File: src/rtl/if_stage_fetch.sv
// Instruction-fetch stage: generates the PC, issues single-outstanding reads on
// an SRAM-like instruction port and holds one fetched instruction for decode.
// Branch redirects from decode retarget fetch and cancel wrong-path reads.
module if_stage_fetch #(
  parameter logic [31:0] RESET_PC = 32'h1c000000
) (
  input  logic        clk,
  input  logic        reset,
  input  logic        ds_allowin,
  input  logic [32:0] br_collect,
  output logic        fs_to_ds_valid,
  output logic [63:0] fs_to_ds_bus,
  output logic        inst_sram_req,
  output logic        inst_sram_wr,
  output logic [1:0]  inst_sram_size,
  output logic [31:0] inst_sram_addr,
  input  logic        inst_sram_addr_ok,
  input  logic        inst_sram_data_ok,
  input  logic [31:0] inst_sram_rdata
);

  typedef enum logic [1:0] {S_INIT, S_REQ, S_WAIT} state_t;

  state_t      state_q, state_d;
  logic [31:0] req_pc_q, req_pc_d;
  logic [31:0] pending_pc_q, pending_pc_d;
  logic        fs_valid_q, fs_valid_d;
  logic        cancel_q, cancel_d;
  logic [31:0] fs_inst_q, fs_inst_d;
  logic [31:0] fs_pc_q, fs_pc_d;

  logic        br_taken;
  logic [31:0] br_target;
  logic        slot_free;
  logic        addr_hs;

  assign br_taken  = br_collect[32];
  assign br_target = br_collect[31:0];

  // The slot can take a new instruction if it is empty or being drained now.
  assign slot_free = ~fs_valid_q | ds_allowin;

  assign inst_sram_req  = (state_q == S_REQ) & slot_free;
  assign inst_sram_wr   = 1'b0;
  assign inst_sram_size = 2'b10;
  // A redirect retargets a not-yet-accepted request in the same cycle.
  assign inst_sram_addr = br_taken ? br_target : req_pc_q;
  assign addr_hs        = inst_sram_req & inst_sram_addr_ok;

  assign fs_to_ds_valid = fs_valid_q;
  assign fs_to_ds_bus   = {fs_inst_q, fs_pc_q};

  // Next-state logic for the fetch FSM, PC tracking and the instruction slot.
  always_comb begin
    state_d      = state_q;
    req_pc_d     = req_pc_q;
    pending_pc_d = pending_pc_q;
    fs_valid_d   = fs_valid_q;
    cancel_d     = cancel_q;
    fs_inst_d    = fs_inst_q;
    fs_pc_d      = fs_pc_q;

    if (fs_valid_q && ds_allowin) begin
      fs_valid_d = 1'b0;
    end

    case (state_q)
      S_INIT: begin
        state_d = S_REQ;
      end
      S_REQ: begin
        if (addr_hs) begin
          // The accepted address already reflects any same-cycle redirect,
          // so the next sequential PC follows whatever was actually issued.
          state_d      = S_WAIT;
          pending_pc_d = inst_sram_addr;
          req_pc_d     = inst_sram_addr + 32'd4;
        end else if (br_taken) begin
          req_pc_d = br_target;
        end
      end
      S_WAIT: begin
        if (inst_sram_data_ok) begin
          state_d  = S_REQ;
          cancel_d = 1'b0;
          if (!cancel_q && !br_taken) begin
            fs_inst_d  = inst_sram_rdata;
            fs_pc_d    = pending_pc_q;
            fs_valid_d = 1'b1;
          end
        end else if (br_taken) begin
          // The outstanding read is wrong-path; drop it when it returns.
          cancel_d = 1'b1;
        end
        if (br_taken) begin
          req_pc_d = br_target;
        end
      end
      default: begin
        state_d = S_INIT;
      end
    endcase

    // A redirect flushes the held instruction, overriding any refill.
    if (br_taken && (state_q != S_INIT)) begin
      fs_valid_d = 1'b0;
    end
  end

  // State registers with asynchronous clear.
  always_ff @(posedge clk or posedge reset) begin
    if (reset) begin
      state_q      <= S_INIT;
      req_pc_q     <= RESET_PC;
      pending_pc_q <= RESET_PC;
      fs_valid_q   <= 1'b0;
      cancel_q     <= 1'b0;
      fs_inst_q    <= 32'd0;
      fs_pc_q      <= 32'd0;
    end else begin
      state_q      <= state_d;
      req_pc_q     <= req_pc_d;
      pending_pc_q <= pending_pc_d;
      fs_valid_q   <= fs_valid_d;
      cancel_q     <= cancel_d;
      fs_inst_q    <= fs_inst_d;
      fs_pc_q      <= fs_pc_d;
    end
  end

endmodule

File: config.mk
export PLATFORM = sky130hd
export DESIGN_NAME = if_stage_fetch
export DESIGN_NICKNAME = d
export VERILOG_FILES = /design/src/rtl/if_stage_fetch.sv
export SDC_FILE = /design/constraint.sdc
export NUM_CORES = 1
export LEC_CHECK = 0
export ABC_AREA = 0
export CAP_MARGIN = 20
export CORE_ASPECT_RATIO = 1.5
export CORE_MARGIN = 2
export CORE_UTILIZATION = 45
export CTS_BUF_LIST = sky130_fd_sc_hd__clkbuf_2
export CTS_CLUSTER_SIZE = 16
export DETAILED_ROUTE_END_ITERATION = 8
export PLACE_DENSITY = 0.73
export SLEW_MARGIN = 0
export SYNTH_ARGS = -nofsm -noshare
export SYNTH_HDL_FRONTEND = slang
export SYNTH_SLANG_ARGS = --single-unit
File: constraint.sdc
create_clock -name clk -period 7.1 [get_ports clk]
set_input_delay 1.42 -clock clk [delete_from_list [all_inputs] [get_ports clk]]
set_output_delay 1.42 -clock clk [all_outputs]
set_load 0.02 [all_outputs]
=== Word-level counts from Yosys, hierarchy flattened ===
Index checks and enable logic that the tools add are counted.

* Eq/ne operators: 4
* Bitwise gates (word level): 4
* Add/subtract/negate cells: 1
* Muxes and demuxes: 13
* Reductions and logical operators: 13

{| class="wikitable"
|+ Operators with widths
! kind !! number
|-
| two-way mux 32 bit || 2
|-
| case mux 32 bit (2 select lines) || 1
|-
| adder 32 x 3 -> 32 bit, second input constant || 1
|-
| two-way mux 1 bit || 7
|-
| case mux 2 bit (3 select lines) || 1
|-
| AND reduction 2 bit || 3
|-
| nonzero test 2 bit || 3
|-
| two-way mux 2 bit || 2
|-
| inequality test 2 bit, second input constant || 2
|-
| logical AND 1 bit || 3
|-
| AND reduction 3 bit || 1
|-
| bitwise AND 1 bit || 2
|-
| == test 2 x 1 -> 1 bit, second input constant || 1
|-
| == test 2 bit, second input constant || 1
|-
| logical NOT 1 bit || 2
|-
| logical NOT 2 bit || 1
|-
| inverter 1 bit || 1
|-
| OR 1 bit || 1
|}

* Output and inout bits: 101
* Register bits after elaboration: 132
* Input port bits: 70

=== Longest topological paths before layout ===
Gate-level depths: netlist (run 1).

* Word-level depth: 6
* Mapped depth: 12

=== Worst setup path after synthesis (run 1) ===
OpenSTA, ideal clock, no wires.

* Path type: input to output
* From: input port br_collect[32]
* To: output port inst_sram_addr[0]
* Required time: 5.680 ns
* Setup slack: 3.033 ns
* Stages on the path: 7
* Data arrival time: 2.647 ns
* Path through: buf_4 buf_4 buf_2 buf_2 mux2i_1 inv_1 buf_4

* Word-level cells in the longest chain between the ends: 1

{| class="wikitable"
|+ Ends and longest elaborated chain
! element !! RTL line !! RTL
|-
| start: declaration || 10 || <nowiki>input logic [32:0] br_collect,</nowiki>
|-
| two-way mux 32 bit || n/a ||
|-
| end: declaration || 16 || <nowiki>output logic [31:0] inst_sram_addr,</nowiki>
|}

No other way between the ends.

=== Worst setup path after layout (run 1) ===
* From: input port br_collect[32]
* To: output port inst_sram_addr[23]

The elaborated chain is that of the path after synthesis.

==> load_flow_metrics.sql, run 1 <==
INSERT INTO impl_metrics (metric_group, metric, value, unit) VALUES
('final_layout', 'layout_commonest_cell', 'clkdlybuf4s50_1', ''),
('routing', 'initial_drt_markers', '133', ''),
('floorplan', 'pin_count', '171', ''),
('critical_path', 'critical_path_class', 'in2out', ''),
('clock_network', 'clock_sink_count', '132', ''),
('clock_network', 'cts_max_path_buffers', '2', ''),
('floorplan', 'die_width', '100.8', 'µm'),
('power', 'p_seq_share', '37.0', '%'),
('clock_network', 'post-cts-setup-buffers', '0', ''),
('routing', 'route.detailed.vias_per_inst', '5.393', ''),
('global_routing', 'grt_pass1_vias', '5114', ''),
('timing', 'maxSlewViolCount', '0', ''),
('final_layout', 'final_design_area_no_fill', '8422', 'µm²'),
('global_routing', 'overall_fraction_of_global_route_tracks_in_use', '21.86', '%'),
('critical_path', 'worst_r2r_startpoint', 'state_q[1]', ''),
('power', 'cellPowerDensity', '418.5', 'nW/µm²'),
('global_routing', 'initial_antenna_violation_count', '1', ''),
('timing', 'worst_clock_skew', '0.03511', 'ns'),
('placed_design', 'place.port_buffers', '167', ''),
('synth', 'share_of_synthesized_registers_carrying_an_async_set_or_reset', '100.0', '%'),
('final_layout', 'drive_gt1_share', '18.87', '%'),
('critical_path', 'critical_path.max_fanout', '31', ''),
('clock_network', 'clock-root-buffer', 'clkbuf_2', ''),
('power', 'power.share.clock', '15.5', '%'),
('critical_path', 'data_required_critical_path', '5.68', 'ns'),
('clock_network', 'cts_resized', '0', ''),
('clock_network', 'clk_pin_slew_worst_paths', '0.17', 'ns'),
('timing', 'clock.fmax', '0.2063', 'GHz'),
('placed_design', 'post_dp_cell_area', '8120', 'µm²'),
('power', 'switching_share', '38.32', '%'),
('floorplan', 'core', '13860', 'µm²'),
('synth', 'synth_cells', '569', ''),
('min_path', 'hold_path_class', 'reg2reg', ''),
('clock_network', 'clock_latency', '0.65', 'ns'),
('critical_path', 'worst_setup_ep_type', 'primary output', ''),
('synth', 'post_synth.cell_area_avg', '11.12', 'µm²'),
('critical_path', 'cp-start-kind', 'primary input', ''),
('timing', 'sum_of_negative_setup_slack', '0', 'ns'),
('floorplan', 'die_height', '149.3', 'µm'),
('synth', 'synth_seq_cells', '132', ''),
('timing', 'grt_setup_unrepaired', 'false', ''),
('outcome', 'outcome', 'finished clean', ''),
('synth', 'post_synth_instance_area', '6330', 'µm²'),
('synth', 'synth_edf_count', '0', ''),
('routing', 'remaining_drc_errors', '0', ''),
('synth', 'synth.yosys.seq_area_share', '52.30', '%'),
('clock_network', 'numCtsBuffers', '17', ''),
('floorplan', 'core.rowCount', '53', ''),
('placed_design', 'gp_congestion', '0.8484', ''),
('placed_design', 'place.detailed.hpwl', '11.50', 'mm'),
('synth', 'synth-warning-count', '0', ''),
('floorplan', 'initial_core_util', '45.67', '%'),
('routing', 'detail_route.first_pass.iterations', '4', ''),
('timing', 'fin_ws', '2.252', 'ns'),
('timing', 'finalCritPeriodShare', '68.28', '%'),
('synth', 'synthFlopType', 'dfrtp_1', ''),
('floorplan', 'floorplan.die_area', '15050', 'µm²'),
('power', 'switchingPower', '1.351', 'mW'),
('routing', 'total_wire_length', '15.89', 'mm'),
('routing', 'via_count', '4897', ''),
('final_layout', 'postLayoutCoreUtil', '60.77', '%'),
('flow_run', 'drv_cap', '0', ''),
('clock_network', 'tritoncts', 'done', ''),
('final_layout', 'design.final.nets', '803', ''),
('routing', 'detail_routed_net_length_per_standard_cell', '17.49', 'µm'),
('critical_path', 'worst-endpoint-arrival', '3.43', 'ns'),
('timing', 'setup-violations-final', '0', ''),
('power', 'static-leakage-power', '3.684', 'nW'),
('timing', 'hold_violations', '0', ''),
('final_layout', 'layout_common_cells', '166 x clkdlybuf4s50_1, 126 x dfrtp_1, 89 x nand2_1', ''),
('timing', 'worst_pin_slew', '0.9727', 'ns');
metrics by stage:
step                      hold slack (ns)  cells
after global placement             0.4537    874
after floorplan                    0.4403    570
after detailed placement           0.4602    875
after CTS                          0.5017    907
after global routing               0.5315    908
final                              0.5016    908
state kept, by name (all words and copies together) (netlist names):
register,cells
req_pc_q,32
fs_pc_q,32
pending_pc_q,32
cancel_q,1
fs_to_ds_valid,1
fs_inst_q,32
state_q,2
synthesized netlist by cell type (all sizes together), types with 2 or more instances:
cell type	number	area (µm²)
nand4	9	71.32
a21oi	9	48.80
nand4b	4	35.03
ha	4	50.05
a211oi	2	15.01
a31o	2	17.52
nor2	10	37.54
o211ai	5	37.54
nor3	6	30.03
and4b	2	20.02
a31oi	2	12.51
nand3b	3	35.03
buf	18	113.9
conb	2	7.510
o21a	3	22.52
dfstp	6	157.7
a22oi	3	27.52
o21ai	34	170.2
nand3	24	125.1
o311ai	3	26.28
mux2	85	957.2
nor2b	3	18.77
o31a	4	35.03
clkbuf	16	60.06
inv	28	105.1
and4	2	17.52
nand2	89	334.1
nor4	6	52.55
nand2b	3	18.77
dfrtp	126	3153
o31ai	7	52.55
mux2i	23	230.2
or4	4	30.03
xnor2	11	96.34
critical path: stages:
cell and delay [ns]:
buf_2 0.49, buf_4 0.42, mux2i_1 0.45, inv_1 0.07, clkdlybuf4s50_1 0.55
final cells by class:
cell class | instances | area [µm²]
fillers | 1203 | 5438
flip-flops and latches | 132 | 3311
multi-input cells | 376 | 2754
repair buffers | 174 | 1739
clock inverters | 14 | 209.0
well taps | 165 | 206.4
inverters | 28 | 110.1
clock buffers | 18 | 90.09
diodes | 1 | 2.502
path summary, 6_finish.rpt:
path,to,cells past startpoint
min in group asynchronous,fs_inst_q[18],2
max in group asynchronous,fs_pc_q[11],3
min,pending_pc_q[12],2
max reg2reg,req_pc_q[27],7
min reg2reg,pending_pc_q[12],2
max,inst_sram_addr[23],5
cells by family (layout without fill, tap and decap cells):
group | after synthesis | count (layout) | synth area share (%)
buf+inv | 62 | 234 | 4.408
flops | 132 | 132 | 52.30
compound gates | 82 | 82 | 8.757
other cells | 2 | 4 | 0.1186
fa+ha+maj | 4 | 4 | 0.7907
mux | 108 | 108 | 18.76
simple gates | 168 | 168 | 13.34
xor+xnor | 11 | 11 | 1.522
layer usage:
metal | global-route usage (%) | share of wire [%]
met1 | 26.25 | 40
met4 | 10.00 | 2.9
met3 | 3.889 | 4.3
met2 | 37.77 | 53
met5 | 0 | 0
power by group through the flow:
stage | Combinational [mW] | Sequential, mW | Clock [mW]
2_1_floorplan | 0.836 | 1.48 | 0
3_3_place_gp | 1.64 | 1.30 | 0
3_5_place_dp | 1.69 | 1.33 | 0
4_1_cts | 1.69 | 1.31 | 0.563
5_1_grt | 1.83 | 1.35 | 0.593
6_report | 1.67 | 1.31 | 0.545
Power figures use the tool's default switching activity.
==> run 2: changes to the inputs <==
==> constraint.sdc (replaced) <==
create_clock -name clk -period 4.56 [get_ports clk]
set_input_delay 0.912 -clock clk [delete_from_list [all_inputs] [get_ports clk]]
set_output_delay 0.912 -clock clk [all_outputs]
set_load 0.02 [all_outputs]
==> load_flow_metrics.sql, run 2 (synthesis gave the netlist of run 1 again) <==
INSERT INTO impl_metrics (metric_group, metric, value, unit) VALUES
('timing', 'finalWorstPathRequiredPeriod', '3.651', 'ns'),
('critical_path', 'worst_setup_ep_type', 'primary output', ''),
('routing', 'detail_routed_net_length_per_standard_cell', '17.56', 'µm'),
('routing', 'route.detailed.vias_per_inst', '5.471', ''),
('global_routing', 'grt_max_degree', '120', ''),
('floorplan', 'die_width', '100.8', 'µm'),
('final_layout', 'drive_gt1_share', '18.87', '%'),
('final_layout', 'design.final.nets', '803', ''),
('clock_network', 'cts_max_path_buffers', '2', ''),
('timing', 'maxSlewViolCount', '0', ''),
('routing', 'total_wire_length', '15.95', 'mm'),
('placed_design', 'place.detailed.hpwl', '11.44', 'mm'),
('power', 'total_power', '5.537', 'mW'),
('routing', 'initial_drt_markers', '238', ''),
('clock_network', 'clock_latency', '0.67', 'ns'),
('floorplan', 'pin_count', '171', ''),
('clock_network', 'cts_resized', '0', ''),
('final_layout', 'layout_commonest_cell', 'clkdlybuf4s50_1', ''),
('critical_path', 'critical_path_class', 'in2out', ''),
('floorplan', 'initial_core_util', '45.67', '%'),
('routing', 'remaining_drc_errors', '0', ''),
('power', 'static-leakage-power', '3.697', 'nW'),
('timing', 'worst_pin_slew', '0.8999', 'ns'),
('critical_path', 'timing.critical_path.slowest_stage_cell', 'clkdlybuf4s50_1', ''),
('clock_network', 'numCtsBuffers', '17', ''),
('placed_design', 'gp_congestion', '0.8147', ''),
('floorplan', 'floorplan.die_area', '15050', 'µm²'),
('timing', 'hold_violations', '0', ''),
('routing', 'ant_nets', '0', ''),
('timing', 'worst_clock_skew', '0.03466', 'ns'),
('global_routing', 'initial_antenna_violation_count', '1', ''),
('critical_path', 'worst-endpoint-arrival', '2.74', 'ns'),
('global_routing', 'gr-total-overflow', '0', ''),
('clock_network', 'h_tree_level_count', '4', ''),
('final_layout', 'area_delta_synth_final', '33.64', '%'),
('clock_network', 'tritoncts', 'done', ''),
('global_routing', 'overall_fraction_of_global_route_tracks_in_use', '21.64', '%'),
('clock_network', 'clock-root-buffer', 'clkbuf_2', ''),
('clock_network', 'post-cts-setup-buffers', '0', ''),
('clock_network', 'hold_buffers', '0', ''),
('timing', 'fin_ws', '0.9086', 'ns'),
('timing', 'worst_slew_margin_rel', '39.79', '%'),
('timing', 'clock.fmax', '0.2739', 'GHz'),
('routing', 'via_count', '4968', ''),
('timing', 'finalCritPeriodShare', '80.08', '%'),
('timing', 'setup-violations-final', '0', ''),
('floorplan', 'core', '13860', 'µm²'),
('critical_path', 'critical-path-max-stage-delay', '0.55', 'ns'),
('min_path', 'hold_path_class', 'reg2reg', ''),
('critical_path', 'data_required_critical_path', '3.65', 'ns'),
('clock_network', 'clk_pin_slew_worst_paths', '0.16', 'ns'),
('floorplan', 'core.rowCount', '53', ''),
('flow_run', 'drv_cap', '0', ''),
('clock_network', 'clock_sink_count', '132', ''),
('critical_path', 'critical_path.max_fanout', '46', ''),
('placed_design', 'place_worst_setup_slack', '0.9169', 'ns'),
('global_routing', 'grt_first_pass_wirelength', '25.28', 'mm'),
('final_layout', 'layout_common_cells', '166 x clkdlybuf4s50_1, 126 x dfrtp_1, 89 x nand2_1', ''),
('power', 'cellPowerDensity', '654.6', 'nW/µm²'),
('placed_design', 'place.port_buffers', '167', ''),
('critical_path', 'crit_path_cell_trace', 'buf_2, buf_12, mux2i_1, inv_1, clkdlybuf4s50_1', ''),
('outcome', 'outcome', 'finished clean', ''),
('timing', 'sum_of_negative_setup_slack', '0', 'ns'),
('power', 'peakVddDrop', '0.0002602', 'V'),
('floorplan', 'die_height', '149.3', 'µm'),
('critical_path', 'cp-start-kind', 'primary input', ''),
('global_routing', 'grt_pass1_vias', '5068', ''),
('routing', 'detail_route.first_pass.iterations', '5', ''),
('timing', 'grt_setup_unrepaired', 'false', '');
-- run 2: power by group --
part | switching [mW] | internal, mW
Clock | 0.434 | 0.470
Combinational | 1.36 | 1.24
Sequential | 0.318 | 1.72
-- run 2: layout make-up --
| type | instances | area [µm²] |
|---|---|---|
| Fill cell | 1181 | 5400 |
| Tap cell | 165 | 206.4 |
| Clock buffer | 18 | 90.09 |
| Timing Repair Buffer | 174 | 1752 |
| Antenna cell | 1 | 2.502 |
| Inverter | 28 | 110.1 |
| Clock inverter | 14 | 234.0 |
| Sequential cell | 132 | 3311 |
| Multi-Input combinational cell | 376 | 2754 |
-- run 2: final timing paths --
check                            startpoint            endpoint  slack (ns)  cells past startpoint
min in group asynchronous             reset        req_pc_q[31]        0.62                      2
max in group asynchronous             reset         req_pc_q[0]        3.04                      4
setup / recovery             br_collect[32]  inst_sram_addr[23]        0.91                      5
setup reg to reg                 state_q[1]        req_pc_q[27]        1.76                      7
hold reg to reg            pending_pc_q[28]    pending_pc_q[28]        0.49                      2
hold / removal             pending_pc_q[28]    pending_pc_q[28]        0.49                      2
-- run 2: critical path: cells and delay by family --
| family | cells | cell delay (ns) |
|---|---|---|
| muxes | 1 | 0.44 |
| buffers and inverters | 4 | 1.35 |
-- run 2: through the flow --
step                      area, µm²  cells  utilization, %  hold slack (ns)
after global routing           8459    908           61.04           0.5115
after CTS                      8429    906           60.82           0.4975
final                          8459    908           61.04           0.4923
after detailed placement       8105    874           58.48           0.4664
after global placement         8105    874           58.48           0.4536
after floorplan                6334    570               -           0.4403
-- run 2: routing by layer --
| layer | share of wire (%) | global-route usage (%) | vias to the layer above | wire, µm |
|---|---|---|---|---|
| met1 | 40 | 25.25 | 2461 | 6318 |
| met2 | 53 | 38.17 | 154 | 8491 |
| met5 | 0 | 0 | - | 0 |
| met3 | 4.6 | 4.030 | 27 | 736 |
| li1 | - | - | 2326 | - |
| met4 | 2.5 | 9.589 | 0 | 400 |
==> run 3: changes to the inputs <==
==> constraint.sdc (replaced) <==
create_clock -name clk -period 3.49 [get_ports clk]
set_input_delay 0.698 -clock clk [delete_from_list [all_inputs] [get_ports clk]]
set_output_delay 0.698 -clock clk [all_outputs]
set_load 0.02 [all_outputs]
==> load_flow_metrics.sql, run 3 (synthesis gave the netlist of run 1 again) <==
INSERT INTO impl_metrics (metric_group, metric, value, unit) VALUES
('outcome', 'outcome', 'finished clean', ''),
('clock_network', 'tritoncts', 'done', ''),
('placed_design', 'place.detailed.hpwl', '11.35', 'mm'),
('routing', 'detail_routed_net_length_per_standard_cell', '17.13', 'µm'),
('final_layout', 'fill_cells', '1173', ''),
('critical_path', 'setup.reg_to_reg.worst_slack', '0.95', 'ns'),
('final_layout', 'layout_common_cells', '166 x clkdlybuf4s50_1, 126 x dfrtp_1, 89 x nand2_1', ''),
('global_routing', 'overall_fraction_of_global_route_tracks_in_use', '21.61', '%'),
('global_routing', 'gr-total-overflow', '0', ''),
('routing', 'ant_nets', '0', ''),
('floorplan', 'floorplan.die_area', '15050', 'µm²'),
('timing', 'finalWorstPathRequiredPeriod', '3.104', 'ns'),
('clock_network', 'hold_buffers', '0', ''),
('critical_path', 'rr_endpoint', 'req_pc_q[30]', ''),
('clock_network', 'clock_sink_count', '132', ''),
('floorplan', 'die_height', '149.3', 'µm'),
('clock_network', 'post-cts-setup-buffers', '0', ''),
('timing', 'worst_hold_slack', '0.4935', 'ns'),
('final_layout', 'design.final.nets', '811', ''),
('clock_network', 'cts_max_path_buffers', '2', ''),
('timing', 'setup-violations-final', '0', ''),
('critical_path', 'worst_setup_path_startpoint', 'br_collect[32]', ''),
('floorplan', 'die_width', '100.8', 'µm'),
('clock_network', 'h_tree_level_count', '4', ''),
('routing', 'detail_route.first_pass.iterations', '5', ''),
('floorplan', 'initial_core_util', '45.67', '%'),
('global_routing', 'grt_first_pass_wirelength', '25.34', 'mm'),
('routing', 'via_count', '4988', ''),
('clock_network', 'numCtsBuffers', '17', ''),
('floorplan', 'pin_count', '171', ''),
('flow_run', 'drv_cap', '0', ''),
('placed_design', 'place.port_buffers', '167', ''),
('timing', 'maxSlewViolCount', '0', ''),
('timing', 'worst_clock_skew', '0.02858', 'ns'),
('critical_path', 'worst-endpoint-arrival', '2.41', 'ns'),
('critical_path', 'cp_capture_point', 'inst_sram_addr[28]', ''),
('critical_path', 'critical_path_class', 'in2out', ''),
('global_routing', 'grt_pass1_vias', '5091', ''),
('final_layout', 'area_delta_synth_final', '34.45', '%'),
('critical_path', 'worst_setup_ep_type', 'primary output', ''),
('timing', 'worst_slew_margin_rel', '40.75', '%'),
('power', 'static-leakage-power', '3.728', 'nW'),
('timing', 'worst_pin_slew', '0.8854', 'ns'),
('critical_path', 'timing.reg2reg.worst_path_depth', '7', ''),
('routing', 'total_wire_length', '15.69', 'mm'),
('power', 'peakVddDrop', '0.0003394', 'V'),
('routing', 'initial_drt_markers', '222', ''),
('global_routing', 'initial_antenna_violation_count', '1', ''),
('final_layout', 'layout_commonest_cell', 'clkdlybuf4s50_1', ''),
('timing', 'clock.fmax', '0.3221', 'GHz'),
('critical_path', 'worst_r2r_startpoint', 'state_q[1]', ''),
('timing', 'sum_of_negative_setup_slack', '0', 'ns'),
('power', 'cellPowerDensity', '854.2', 'nW/µm²'),
('routing', 'remaining_drc_errors', '0', ''),
('clock_network', 'clock_latency', '0.66', 'ns'),
('critical_path', 'critical_path.max_fanout', '54', ''),
('final_layout', 'drive_gt1_share', '19.73', '%'),
('timing', 'grt_setup_unrepaired', 'false', ''),
('floorplan', 'core.rowCount', '53', ''),
('routing', 'route.detailed.vias_per_inst', '5.445', ''),
('clock_network', 'clock-root-buffer', 'clkbuf_2', ''),
('clock_network', 'clk_pin_slew_worst_paths', '0.20', 'ns'),
('placed_design', 'gp_congestion', '0.8333', ''),
('clock_network', 'cts_resized', '0', ''),
('min_path', 'hold_path_class', 'reg2reg', ''),
('timing', 'hold_violations', '0', ''),
('critical_path', 'data_required_critical_path', '2.79', 'ns'),
('global_routing', 'grt_max_degree', '133', ''),
('floorplan', 'core', '13860', 'µm²'),
('critical_path', 'cp-start-kind', 'primary input', ''),
('timing', 'finalCritPeriodShare', '88.95', '%');
[run 3: power by group]
part / leakage [nW] / internal, mW / switching, mW
Clock: 0.181 / 0.614 / 0.567
Combinational: 1.91 / 1.65 / 1.78
Sequential: 1.64 / 2.25 / 0.418
Total: 3.73 / 4.51 / 2.76
[run 3: area by class of cell]
cell class | count | area (µm²) | area share, %
flip-flops and latches | 132 | 3311 | 38.90
multi-input cells | 376 | 2754 | 32.36
repair buffers | 182 | 1804 | 21.20
clock inverters | 14 | 234.0 | 2.749
well taps | 165 | 206.4 | 2.426
inverters | 28 | 108.9 | 1.279
clock buffers | 18 | 90.09 | 1.059
diodes | 1 | 2.502 | 0.02940
[run 3: worst max-delay path, stage by stage]
cell and delay [ns]:
buf_2 0.31, buf_12 0.32, mux2i_1 0.37, inv_1 0.12, clkdlybuf4s50_1 0.56
[run 3: metal layers]
layer	vias to the layer above	share of wire [%]	GRT usage (%)
li1	2339	-	-
met1	2458	39	25.93
met2	159	53	37.57
met3	32	5.3	4.264
met4	0	2.6	8.767
met5	-	0	0
[run 3: worst min path at each step]
stage,startpoint,endpoint,depth (start not counted)
6_report,pending_pc_q[27],pending_pc_q[27],2
5_1_grt,br_collect[32],fs_to_ds_valid,2
4_1_cts,br_collect[32],cancel_q,3
3_5_place_dp,pending_pc_q[13],pending_pc_q[13],2
3_3_place_gp,pending_pc_q[10],pending_pc_q[10],2
2_1_floorplan,pending_pc_q[14],pending_pc_q[14],2
[run 3: through the flow]
step | util (%) | cell area (µm²) | setup WS [ns] | cells | power, mW
2_1_floorplan | - | 6337 | 0.3790 | 570 | 4.703
3_3_place_gp | 59.05 | 8184 | 0.4240 | 883 | 6.007
3_5_place_dp | 59.05 | 8184 | 0.3932 | 883 | 6.146
4_1_cts | 61.39 | 8508 | 0.4071 | 915 | 7.337
5_1_grt | 61.41 | 8511 | 0.2318 | 916 | 7.763
6_report | 61.41 | 8511 | 0.3858 | 916 | 7.270
